`src/rtl/snd_latch_mix.sv`:
```
// snd_latch_mix: sub-CPU clock enables, edge-triggered command latches and saturating sample mixer.
// Define SND_DC_BLOCK_EN to add a DC-blocking high-pass stage after the mixer.
module snd_latch_mix #(
    parameter int NCH     = 2,
    parameter int NLATCH  = 3,
    parameter int DIV_N   = 12,
    parameter int PHI2_LO = 4,
    parameter int SW      = 16
) (
    input  logic                I_SUBCLK,
    input  logic                I_SUB_RESETn,
    input  logic [7:0]          I_MCPU_DO,
    input  logic [NLATCH-1:0]   I_STROBE,
    input  logic [NLATCH-1:0]   I_RD_ACK,
    input  logic [NCH*SW-1:0]   I_SAMPLE,
    input  logic [NCH*2-1:0]    I_ATTEN,
    output logic                O_CPU_CE,
    output logic                O_PHI2,
    output logic                O_ODD_OR_EVEN,
    output logic [NLATCH*8-1:0] O_LATCH,
    output logic [NLATCH-1:0]   O_PENDING,
    output logic [NLATCH-1:0]   O_OVERRUN,
    output logic [SW-1:0]       O_SAMPLE,
    output logic                O_SAMPLE_VLD
);
    localparam int CW = $clog2(DIV_N + 1);
    localparam int EW = SW + $clog2(NCH) + 1;
    localparam logic signed [EW-1:0] SMAX = {{(EW-SW+1){1'b0}}, {(SW-1){1'b1}}};
    localparam logic signed [EW-1:0] SMIN = {{(EW-SW+1){1'b1}}, {(SW-1){1'b0}}};

    logic [CW-1:0]        cnt_q, cnt_d;
    logic                 odd_q, odd_d;
    logic                 ce;
    logic [7:0]           do_q;
    logic [NLATCH-1:0]    s_q, s_qq, cap;
    logic [NLATCH-1:0]    pend_q, pend_d, ovr_q, ovr_d;
    logic [NLATCH*8-1:0]  latch_q, latch_d;
    logic [NCH*EW-1:0]    st1_q, st1_d;
    logic                 vld1_q, vld1_d;
    logic signed [EW-1:0] sum;
    logic [SW-1:0]        sat;
    logic [SW-1:0]        mix_q, mix_d;
    logic                 vld2_q, vld2_d;

    assign ce            = (cnt_q == CW'(DIV_N));
    assign O_CPU_CE      = ce;
    assign O_PHI2        = (cnt_q > CW'(PHI2_LO)) && (cnt_q < CW'(DIV_N));
    assign O_ODD_OR_EVEN = odd_q;
    assign O_LATCH       = latch_q;
    assign O_PENDING     = pend_q;
    assign O_OVERRUN     = ovr_q;

    always_comb begin
        logic signed [EW-1:0] ext;
        // >= also recovers from any out-of-range count
        cnt_d   = (cnt_q >= CW'(DIV_N)) ? CW'(1) : cnt_q + CW'(1);
        odd_d   = odd_q ^ ce;
        cap     = s_q & ~s_qq;
        pend_d  = (pend_q & ~I_RD_ACK) | cap;
        ovr_d   = ovr_q | (cap & pend_q & ~I_RD_ACK);
        latch_d = latch_q;
        for (int k = 0; k < NLATCH; k++)
            if (cap[k]) latch_d[k*8 +: 8] = do_q;
        st1_d  = st1_q;
        vld1_d = ce;
        for (int k = 0; k < NCH; k++) begin
            ext = EW'($signed(I_SAMPLE[k*SW +: SW]));
            ext = ext >>> I_ATTEN[k*2 +: 2];
            if (ce) st1_d[k*EW +: EW] = ext;
        end
        sum = '0;
        for (int k = 0; k < NCH; k++)
            sum = sum + $signed(st1_q[k*EW +: EW]);
        sat    = (sum > SMAX) ? SMAX[SW-1:0] : (sum < SMIN) ? SMIN[SW-1:0] : sum[SW-1:0];
        mix_d  = vld1_q ? sat : mix_q;
        vld2_d = vld1_q;
    end

    always_ff @(posedge I_SUBCLK or negedge I_SUB_RESETn) begin
        if (!I_SUB_RESETn) begin
            cnt_q   <= CW'(1);
            odd_q   <= 1'b1;
            do_q    <= '0;
            s_q     <= '0;
            s_qq    <= '0;
            pend_q  <= '0;
            ovr_q   <= '0;
            latch_q <= '0;
            st1_q   <= '0;
            vld1_q  <= 1'b0;
            mix_q   <= '0;
            vld2_q  <= 1'b0;
        end else begin
            cnt_q   <= cnt_d;
            odd_q   <= odd_d;
            do_q    <= I_MCPU_DO;
            s_q     <= I_STROBE;
            s_qq    <= s_q;
            pend_q  <= pend_d;
            ovr_q   <= ovr_d;
            latch_q <= latch_d;
            st1_q   <= st1_d;
            vld1_q  <= vld1_d;
            mix_q   <= mix_d;
            vld2_q  <= vld2_d;
        end
    end

`ifdef SND_DC_BLOCK_EN
    localparam logic signed [SW+1:0] DMAX = {3'b000, {(SW-1){1'b1}}};
    localparam logic signed [SW+1:0] DMIN = {3'b111, {(SW-1){1'b0}}};

    logic signed [SW+1:0] xe, xpe, ype, y;
    logic [SW-1:0]        ysat;
    logic [SW-1:0]        xp_q, xp_d, yp_q, yp_d, out_q, out_d;
    logic                 ovld_q, ovld_d;

    always_comb begin
        xe     = {{2{mix_q[SW-1]}}, mix_q};
        xpe    = {{2{xp_q[SW-1]}}, xp_q};
        ype    = {{2{yp_q[SW-1]}}, yp_q};
        y      = xe - xpe + ype - (ype >>> 8);
        ysat   = (y > DMAX) ? DMAX[SW-1:0] : (y < DMIN) ? DMIN[SW-1:0] : y[SW-1:0];
        xp_d   = vld2_q ? mix_q : xp_q;
        yp_d   = vld2_q ? ysat : yp_q;
        out_d  = vld2_q ? ysat : out_q;
        ovld_d = vld2_q;
    end

    always_ff @(posedge I_SUBCLK or negedge I_SUB_RESETn) begin
        if (!I_SUB_RESETn) begin
            xp_q   <= '0;
            yp_q   <= '0;
            out_q  <= '0;
            ovld_q <= 1'b0;
        end else begin
            xp_q   <= xp_d;
            yp_q   <= yp_d;
            out_q  <= out_d;
            ovld_q <= ovld_d;
        end
    end

    assign O_SAMPLE     = out_q;
    assign O_SAMPLE_VLD = ovld_q;
`else
    assign O_SAMPLE     = mix_q;
    assign O_SAMPLE_VLD = vld2_q;
`endif
endmodule

```
`config.mk`:
```
export PLATFORM = sky130hd
export DESIGN_NAME = snd_latch_mix
export DESIGN_NICKNAME = d
export VERILOG_FILES = /design/src/rtl/snd_latch_mix.sv
export SDC_FILE = /design/constraint.sdc
export NUM_CORES = 1
export LEC_CHECK = 0
export ABC_CLOCK_PERIOD_IN_PS = 4800
export CORE_MARGIN = 2
export CORE_UTILIZATION = 40
export DETAILED_ROUTE_END_ITERATION = 8
export GPL_ROUTABILITY_DRIVEN = 0
export GPL_TIMING_DRIVEN = 0
export RECOVER_POWER = 50
export SLEW_MARGIN = 15
export SYNTH_ARGS = -nofsm -noshare
export SYNTH_HDL_FRONTEND = slang
export SYNTH_SLANG_ARGS = --single-unit
```
`constraint.sdc`:
```
create_clock -name I_SUBCLK -period 4.8 [get_ports I_SUBCLK]
set_input_delay 0.96 -clock I_SUBCLK [delete_from_list [all_inputs] [get_ports I_SUBCLK]]
set_output_delay 0.96 -clock I_SUBCLK [all_outputs]
set_load 0.005 [all_outputs]
```
==> results of run 1 <==
cell usage in the layout (no fill, tap or decap), types with 3 or more instances in the layout:
master | synthesis | routed
clkbuf_16 | 0 | 9
o21ai_0 | 16 | 16
a21oi_1 | 18 | 18
a211oi_1 | 6 | 6
clkdlybuf4s50_1 | 0 | 82
dlygate4sd3_1 | 2 | 16
a311oi_2 | 11 | 11
nor2_1 | 25 | 25
buf_1 | 3 | 3
mux4_2 | 20 | 20
buf_2 | 3 | 3
a311oi_1 | 4 | 4
mux2i_1 | 9 | 9
a21o_1 | 5 | 5
nor2b_1 | 4 | 4
clkbuf_1 | 10 | 13
mux2_2 | 52 | 52
nand2b_1 | 10 | 10
inv_1 | 13 | 13
xor2_1 | 7 | 7
nand2_1 | 24 | 24
ha_1 | 18 | 18
dfrtp_1 | 97 | 97
nand3_1 | 3 | 3
xnor2_1 | 6 | 6
a21oi_2 | 3 | 3
metal layers:
layer | wire, µm | vias to the layer above | GRT usage (%)
met5 | 0 | - | 0
met4 | 179 | 0 | 6.33
met3 | 379 | 11 | 3.10
met2 | 5130 | 55 | 25.4
met1 | 5090 | 1707 | 22.3
li1 | - | 1707 | -
power groups by stage:
stage	combinational (mW)	sequential (mW)	clock [mW]
4_1_cts	0.722	1.02	0.712
3_3_place_gp	0.706	1.04	0
3_5_place_dp	0.720	1.04	0
5_1_grt	0.775	1.04	0.751
6_report	0.707	1.02	0.686
2_1_floorplan	0.400	1.03	0
flip-flops by register name, summed over array words and instances, names as in the netlist, 3 cells and up:
name       flops
O_LATCH       24
O_OVERRUN      3
O_SAMPLE      16
s_qq           3
cnt_q          4
O_PENDING      3
s_q            3
do_q           8
st1_q         32
how the worst min path moves through the flow:
| stage | startpoint | endpoint |
|---|---|---|
| floorplan | s_q[0]$_DFF_PN0_ | s_qq[0]$_DFF_PN0_ |
| detailed placement | s_q[0]$_DFF_PN0_ | s_qq[0]$_DFF_PN0_ |
| CTS | s_q[0]$_DFF_PN0_ | s_qq[0]$_DFF_PN0_ |
| global route | s_q[0]$_DFF_PN0_ | s_qq[0]$_DFF_PN0_ |
| global placement | s_q[0]$_DFF_PN0_ | s_qq[0]$_DFF_PN0_ |
| finish | s_q[0]$_DFF_PN0_ | s_qq[0]$_DFF_PN0_ |
cell type report:
| class | instances | area (µm²) |
|---|---|---|
| buffer | 22 | 120 |
| sequential | 99 | 2480 |
| clock buffer | 12 | 246 |
| tap | 172 | 215 |
| multi-input combinational | 270 | 2550 |
| timing repair buffer | 98 | 992 |
| clock inverter | 4 | 32.5 |
| fill | 1119 | 5990 |
| inverter | 13 | 48.8 |
cells by family (layout without fill, tap and decap cells):
kind of cell,Yosys count,in the layout,share of synthesized area [%]
compound gates,82,82,13.3
xor+xnor,14,14,2.72
fa+ha+maj,19,19,4.72
buf+inv,35,149,3.25
flops,99,99,47.7
mux,81,81,21.7
simple gates,74,74,6.57
==> results.json, run 1 <==
{
  "outcome": "finished, violations left",
  "violations": "capacitance limit, slew limit",
  "avgViaCountPerCell": 5.04,
  "syn_nets": 475,
  "crit_chain": "inv_1, ha_1, nand3_1, inv_1, clkdlybuf4s50_1",
  "drv_cap": 1,
  "period_minus_slack_ps": 2890,
  "cts.path.max_buffers": 2,
  "synth_warnings": 0,
  "start_util_pct": 41.0,
  "vdd_drop_max_mv": 0.134,
  "hold_buffers": 0,
  "worst_pin_slew_ps": 1860,
  "first_global_vias": 3520,
  "rsz0062_at_grt": "no",
  "clk_pin_slew_ps": 70,
  "p_int_mw": 1.73,
  "cp_num_buf_inv": 3,
  "max_freq_mhz": 345,
  "placed_cell_area_um2": 6410,
  "fin_skew_ps": 6.26,
  "std_cell_rows": 41,
  "die_height_um": 118,
  "wl_mm": 10.8,
  "drtIter0Drc": 120,
  "grt.total_usage_pct": 16.2,
  "antenna_left": 0,
  "avgSynthCellArea_um2": 12.9,
  "dieArea_um2": 13900,
  "synth_most_common_cell": "dfrtp_1",
  "route.vias.total": 3480,
  "final_area_um2": 6680,
  "cp.arrival_ps": 1930,
  "crit_family": "buffers and inverters",
  "synth_edf_count": 0,
  "syn_inst": 404,
  "setup_ws_ps": 1910,
  "p_comb_share_pct": 29.3,
  "drc_errors": 0,
  "finalNetCount": 584,
  "relSlewSlack_pct": -24.0,
  "cts_buffers": 9,
  "synth-main-ff-cell": "dfrtp_1",
  "portBuffers": 97,
  "synth_seq_cells": 99,
  "critical_path.endpoint": "O_CPU_CE",
  "crit_path_max_fanout": 4,
  "slowest_stage": "dfstp_1",
  "cp_common_cell": "inv_1",
  "area_delta_synth_final_pct": 28.6,
  "swShare_pct": 28.2,
  "fin_util_pct": 52.7,
  "critPathLaunchType": "flop",
  "cts_root_buf": "clkbuf_16",
  "fp.coreArea_um2": 12700,
  "r2r-end": "O_SAMPLE[12]$_DFFE_PN0P_",
  "grt_pass1_wl_mm": 18.0,
  "r2r_slack_ps": 2200,
  "leakage_nw": 2.74,
  "die-width_um": 118,
  "slew_viol_final": 33,
  "io_pins": 102,
  "syn_area_um2": 5200,
  "drive_gt1_share_pct": 23.4,
  "fin_hold_ws_ps": 376,
  "antenna_found_initial": 0,
  "min_path_type": "reg -> reg",
  "critPathKind": "reg -> out",
  "power_frac_clock_pct": 28.4,
  "end_kind": "output pin",
  "min_path_cells": 0,
  "synthArstFlopShare_pct": 100,
  "cts_max_level": 3,
  "cp.required_ps": 3840,
  "synth_common_cells": "dfrtp_1, mux2_2, nor2_1",
  "drt_pass1_iterations": 4,
  "p_total_mw": 2.41,
  "fin_crit_sh_pct": 60.3,
  "overflow": 0,
  "synth_area_leader_cell": "dfrtp_1",
  "cts_resized": 0,
  "p_per_area_nw_per_um2": 361,
  "fin_cells": 690,
  "yosys.area.top_type_share_pct": 46.7,
  "r2r-start": "st1_q[0]$_DFFE_PN0P_",
  "post_cts_buffers": 0,
  "dp.cells": 674,
  "worstSetupStartpoint": "cnt_q[0]$_DFF_PN1_",
  "crit_cells": 5,
  "seq_area_frac_synth_pct": 47.7,
  "ff2ff_path_depth": 11,
  "wire_per_inst_um": 15.6,
  "grt_start_max_net_pins": 68,
  "hold_violations": 0,
  "diodes": 0,
  "power_frac_seq_pct": 42.3,
  "synthTopCellsByArea": "dfrtp_1, mux2_2, mux4_2, ha_1, a311oi_2",
  "p_switching_mw": 0.680,
  "cts_sinks": 99,
  "tritoncts": "done",
  "pre_cts_ws_ps": 2180,
  "dp_hpwl_mm": 8.46,
  "insertion_delay_ps": 340,
  "slowest_delay_ps": 540,
  "yosysUniqueCellTypes": 53,
  "tns_ps": 0,
  "finalSetupViolations": 0
}
Note: power is estimated with default switching activity, not from simulation.
==> run 2: changes to the inputs <==
Settings changed: ABC_CLOCK_PERIOD_IN_PS 4800 to 2550, PLACE_DENSITY set to 0.67.
Clock period 4.8 ns to 2.55 ns, I/O delays scaled along.
==> run 2 against run 1 <==
Effect of this change:
- the run now ends clean
- clock-buffer cell count is 3 lower
- die area did not move
- power increased by 97%
- flip-flop and latch count unchanged
- critical endpoint unchanged
- worst hold slack got worse by 41 ps
- setup slack got worse by 1800 ps
- combinational power increased by 110%
- sequential power rose by 88%
- register-to-register slack got worse by 2100 ps
- cell count is 0.58% higher
- first-iteration DRC count shrank 10%
- global-route usage grew 0.14 points
==> results.json, run 2 (synthesized netlist as in run 1, its figures left out) <==
{
  "power_frac_seq_pct": 40.3,
  "hold_violations": 0,
  "grt.busiest_layer": "met2",
  "cp_num_buf_inv": 3,
  "antenna_left": 0,
  "cp_common_cell": "inv_1",
  "min_path_type": "in -> async",
  "power_frac_clock_pct": 29.3,
  "start_util_pct": 41.0,
  "route.vias.total": 3576,
  "tritoncts": "done",
  "wl_mm": 10.8,
  "wire_per_inst_um": 15.5,
  "cts_sinks": 99,
  "p_per_area_nw_per_um2": 700,
  "layout_commonest_cell": "dfrtp_1",
  "largest_register": "st1_q",
  "swShare_pct": 28.8,
  "first_global_vias": 3722,
  "io_pins": 102,
  "finalSetupViolations": 0,
  "setup_ws_ps": 106,
  "hold_buffers": 0,
  "drv_cap": 0,
  "fin_skew_ps": 7.52,
  "slew_viol_final": 0,
  "dieArea_um2": 13900,
  "grtUsageMet3_pct": 4.31,
  "fin_crit_sh_pct": 95.8,
  "relSlewSlack_pct": 30.1,
  "die_height_um": 118,
  "area_delta_synth_final_pct": 31.0,
  "worst_pin_slew_ps": 1050,
  "drt_pass1_iterations": 4,
  "final_area_um2": 6810,
  "p_total_mw": 4.76,
  "drc_errors": 0,
  "cts_root_buf": "clkbuf_16",
  "globalRouteMet1Util_pct": 21.3,
  "crit_path_max_fanout": 4,
  "cts_max_level": 3,
  "cp.arrival_ps": 1930,
  "largest_reg_flops": 32,
  "outcome": "finished clean",
  "p_switching_mw": 1.37,
  "pre_cts_ws_ps": -119,
  "die-width_um": 118,
  "fp.coreArea_um2": 12700,
  "drtIter0Drc": 108,
  "std_cell_rows": 41,
  "fillers": 1136,
  "portBuffers": 97,
  "vdd_drop_max_mv": 0.382,
  "period_minus_slack_ps": 2440,
  "drive_gt1_share_pct": 26.8,
  "use_met2_pct": 26.4,
  "overflow": 0,
  "end_kind": "output pin",
  "placed_cell_area_um2": 6410,
  "tns_ps": 0,
  "regArea_um2": 2480,
  "p_comb_share_pct": 30.4,
  "mostFrequentLayoutCells": "dfrtp_1, clkdlybuf4s50_1, mux2_2",
  "critPathKind": "reg -> out",
  "p_int_mw": 3.39,
  "crit_family": "buffers and inverters",
  "cp.required_ps": 2040,
  "leakage_nw": 2.78,
  "finalNetCount": 588,
  "dp_hpwl_mm": 8.38,
  "critPathLaunchType": "flop",
  "clk_pin_slew_ps": 70,
  "max_freq_mhz": 409,
  "antenna_found_initial": 0,
  "slowest_delay_ps": 540,
  "grt_start_max_net_pins": 56,
  "insertion_delay_ps": 350,
  "crit_chain": "inv_1, ha_1, nand3_1, inv_1, clkdlybuf4s50_1",
  "avgViaCountPerCell": 5.15,
  "slowest_stage": "dfstp_2",
  "cts.path.max_buffers": 2,
  "grt.total_usage_pct": 16.4,
  "diodes": 0,
  "cts_buffers": 9,
  "grt_pass1_wl_mm": 18.1,
  "multiInputGateArea_um2": 2600
}
[run 2: layer usage]
layer,vias to the layer above,routed length [µm]
met5,-,0
met4,0,263
met3,17,563
met2,114,5010
met1,1737,4930
li1,1708,-
[run 2: cell type report]
cell class / instances / area share, %
sequential: 99 / 36.4
tap: 172 / 3.16
inverter: 13 / 0.717
multi-input combinational: 270 / 38.2
buffer: 22 / 1.82
timing repair buffer: 102 / 15.0
clock buffer: 9 / 3.31
clock inverter: 7 / 1.29
[run 2: path summary, 6_finish.rpt]
kind                                      startpoint                       to  slack, ps  depth (start not counted)
min in group I_SUBCLK               s_q[0]$_DFF_PN0_        s_qq[0]$_DFF_PN0_        380                          0
worst max register to register  st1_q[2]$_DFFE_PN0P_  O_SAMPLE[1]$_DFFE_PN0P_        130                          9
max in group asynchronous               I_SUB_RESETn    st1_q[32]$_DFFE_PN0P_        810                          2
worst min register to register      s_q[0]$_DFF_PN0_        s_qq[0]$_DFF_PN0_        380                          0
worst max-delay path              cnt_q[0]$_DFF_PN1_                 O_CPU_CE        110                          5
worst min-delay path                    I_SUB_RESETn        s_qq[0]$_DFF_PN0_        330                          1
[run 2: power by group through the flow]
stage	Sequential, mW	Combinational, mW	Clock (mW)
final	1.92	1.45	1.40
after global routing	1.95	1.57	1.50
after CTS	1.92	1.41	1.44
after detailed placement	1.95	1.38	0
after global placement	1.94	1.35	0
after floorplan	1.94	0.752	0
[run 2: repair_timing]
action | in CTS | in global routing
setup endpoints to repair | 11 | 15
gates cloned | 0 | 1
pin swaps | 2 | 8
gates resized for setup | 2 | 14
setup buffers | 2 | 1
[run 2: worst reg2reg max path, delay by kind of cell, from the launching register on]
kind	cells	cell delay, ps
compound gates	6	1270
buf+inv	1	170
fa+ha+maj	1	390
simple gates	1	70
flops	1	400
[run 2: metrics by stage]
stage               hold slack [ps]  std cells  utilization (%)
floorplan                       214        404                -
CTS                             158        692             53.2
global placement                358        673             50.4
finish                          335        694             53.7
detailed placement              362        674             50.6
global route                    398        694             53.7
==> run 3: changes to the inputs <==
Settings changed: GPL_TIMING_DRIVEN 0 to not set.
==> run 3 against run 2 <==
Effect of this change:
- combinational power is 4% lower
- largest cell class unchanged
- flip-flop and latch count did not move
- sequential power barely moved
==> results.json, run 3 (synthesized netlist as in run 1, its figures left out) <==
{
  "outcome": "finished clean",
  "dp.cells": 668,
  "crit_path_max_fanout": 14,
  "fin_crit_sh_pct": 94.2,
  "critPathKind": "reg -> reg",
  "cts_root_buf": "clkbuf_16",
  "wire_per_inst_um": 15.2,
  "wl_mm": 10.4,
  "route.vias.total": 3504,
  "largest_reg_flops": 32,
  "p_switching_mw": 1.37,
  "mostFrequentLayoutCells": "dfrtp_1, clkdlybuf4s50_1, mux2_2",
  "area_delta_synth_final_pct": 30.1,
  "cp.required_ps": 2760,
  "worstSetupStartpoint": "st1_q[18]$_DFFE_PN0P_",
  "finalSetupViolations": 0,
  "min_path_type": "in -> async",
  "grt_pass1_wl_mm": 17.5,
  "drtIter0Drc": 118,
  "p_comb_share_pct": 29.8,
  "drv_cap": 0,
  "avgViaCountPerCell": 5.12,
  "dp_hpwl_mm": 7.99,
  "fin_skew_ps": 9.40,
  "vdd_drop_max_mv": 0.342,
  "drive_gt1_share_pct": 26.5,
  "max_freq_mhz": 416,
  "first_global_vias": 3651,
  "relSlewSlack_pct": 34.0,
  "insertion_delay_ps": 350,
  "std_cell_rows": 41,
  "tritoncts": "done",
  "ff2ff_path_depth": 11,
  "final_area_um2": 6760,
  "diodes": 0,
  "drc_errors": 0,
  "slew_viol_final": 0,
  "die-width_um": 118,
  "layout_commonest_cell": "dfrtp_1",
  "fp.coreArea_um2": 12700,
  "fin_cells": 685,
  "slowest_delay_ps": 390,
  "pre_cts_ws_ps": 86.6,
  "largest_register": "st1_q",
  "r2r-start": "st1_q[18]$_DFFE_PN0P_",
  "finalNetCount": 579,
  "cts.path.max_buffers": 2,
  "critPathLaunchType": "flop",
  "dieArea_um2": 13900,
  "r2r-end": "O_SAMPLE[9]$_DFFE_PN0P_",
  "cts_buffers": 9,
  "hold_violations": 0,
  "die_height_um": 118,
  "drt_pass1_iterations": 4,
  "placed_cell_area_um2": 6430,
  "worst_pin_slew_ps": 990,
  "period_minus_slack_ps": 2400,
  "cp.arrival_ps": 2610,
  "power_frac_clock_pct": 29.1,
  "io_pins": 102,
  "p_per_area_nw_per_um2": 692,
  "antenna_left": 0,
  "crit_chain": "ha_1, inv_1, fa_1, nand2b_1, a21oi_2, o21ai_2, nand2_2, a31oi_4, o21ai_4, buf_12, a311oi_2",
  "p_int_mw": 3.31,
  "r2r_slack_ps": 150,
  "end_kind": "flop",
  "leakage_nw": 2.78,
  "start_util_pct": 41.0,
  "overflow": 0,
  "grt.total_usage_pct": 15.6,
  "power_frac_seq_pct": 41.1,
  "portBuffers": 101,
  "cts_sinks": 99,
  "clk_pin_slew_ps": 70,
  "cts_max_level": 3,
  "fin_hold_ws_ps": 311,
  "antenna_found_initial": 0,
  "slowest_stage": "fa_1",
  "setup_ws_ps": 149,
  "swShare_pct": 29.2,
  "grt_start_max_net_pins": 59
}
run 3: through the flow:
stage | TNS [ps] | power (mW) | utilization [%]
2_1_floorplan | 0 | 2.70 | -
3_3_place_gp | 0 | 3.32 | 50.8
3_5_place_dp | 0 | 3.35 | 50.8
4_1_cts | 0 | 4.73 | 53.2
5_1_grt | -16.3 | 4.94 | 53.4
6_report | 0 | 4.68 | 53.4
run 3: area by class of cell:
class / instances / area [µm²]
Inverter: 13 / 48.8
Clock buffer: 10 / 239
Clock inverter: 6 / 67.6
Fill cell: 1114 / 5910
Tap cell: 172 / 215
Timing Repair Buffer: 115 / 1130
Sequential cell: 99 / 2480
Multi-Input combinational cell: 270 / 2580
run 3: worst max-delay path by stage:
stage | to | slack, ps
after floorplan | O_SAMPLE[10]$_DFFE_PN0P_ | 300
after global placement | O_SAMPLE[4]$_DFFE_PN0P_ | 180
after detailed placement | O_SAMPLE[1]$_DFFE_PN0P_ | 90
after CTS | O_SAMPLE[0]$_DFFE_PN0P_ | 100
after global routing | O_SAMPLE[0]$_DFFE_PN0P_ | -20
final | O_SAMPLE[9]$_DFFE_PN0P_ | 150
run 3: timing repair:
action | in CTS | in global routing
hold endpoints to repair | 0 | 0
buffers inserted | 0 | 1
endpoints found under the setup margin | 0 | 15
resized for setup | 0 | 7
hold buffers | 0 | 0
run 3: metal layers:
layer / wire length [µm] / share of wire [%] / GRT usage (%)
met4: 192 / 1.9 / 6.10
met2: 4740 / 46 / 24.6
met3: 520 / 5.0 / 3.68
met5: 0 / 0 / 0
met1: 4920 / 47 / 20.9
run 3: critical path, delay by kind of cell, from the launching register on:
kind	cells	cell delay, ps
adder cells (fa/ha/maj)	2	600
flip-flops	1	360
AO/OA/AOI/OAI	5	770
buffers and inverters	2	230
AND/OR/NAND/NOR	2	310
run 3: power groups by stage:
| stage | logic [mW] | clock network, mW | registers, mW |
|---|---|---|---|
| floorplan | 0.752 | 0 | 1.94 |
| global placement | 1.38 | 0 | 1.94 |
| detailed placement | 1.39 | 0 | 1.95 |
| CTS | 1.40 | 1.40 | 1.93 |
| global route | 1.52 | 1.47 | 1.96 |
| finish | 1.39 | 1.36 | 1.92 |
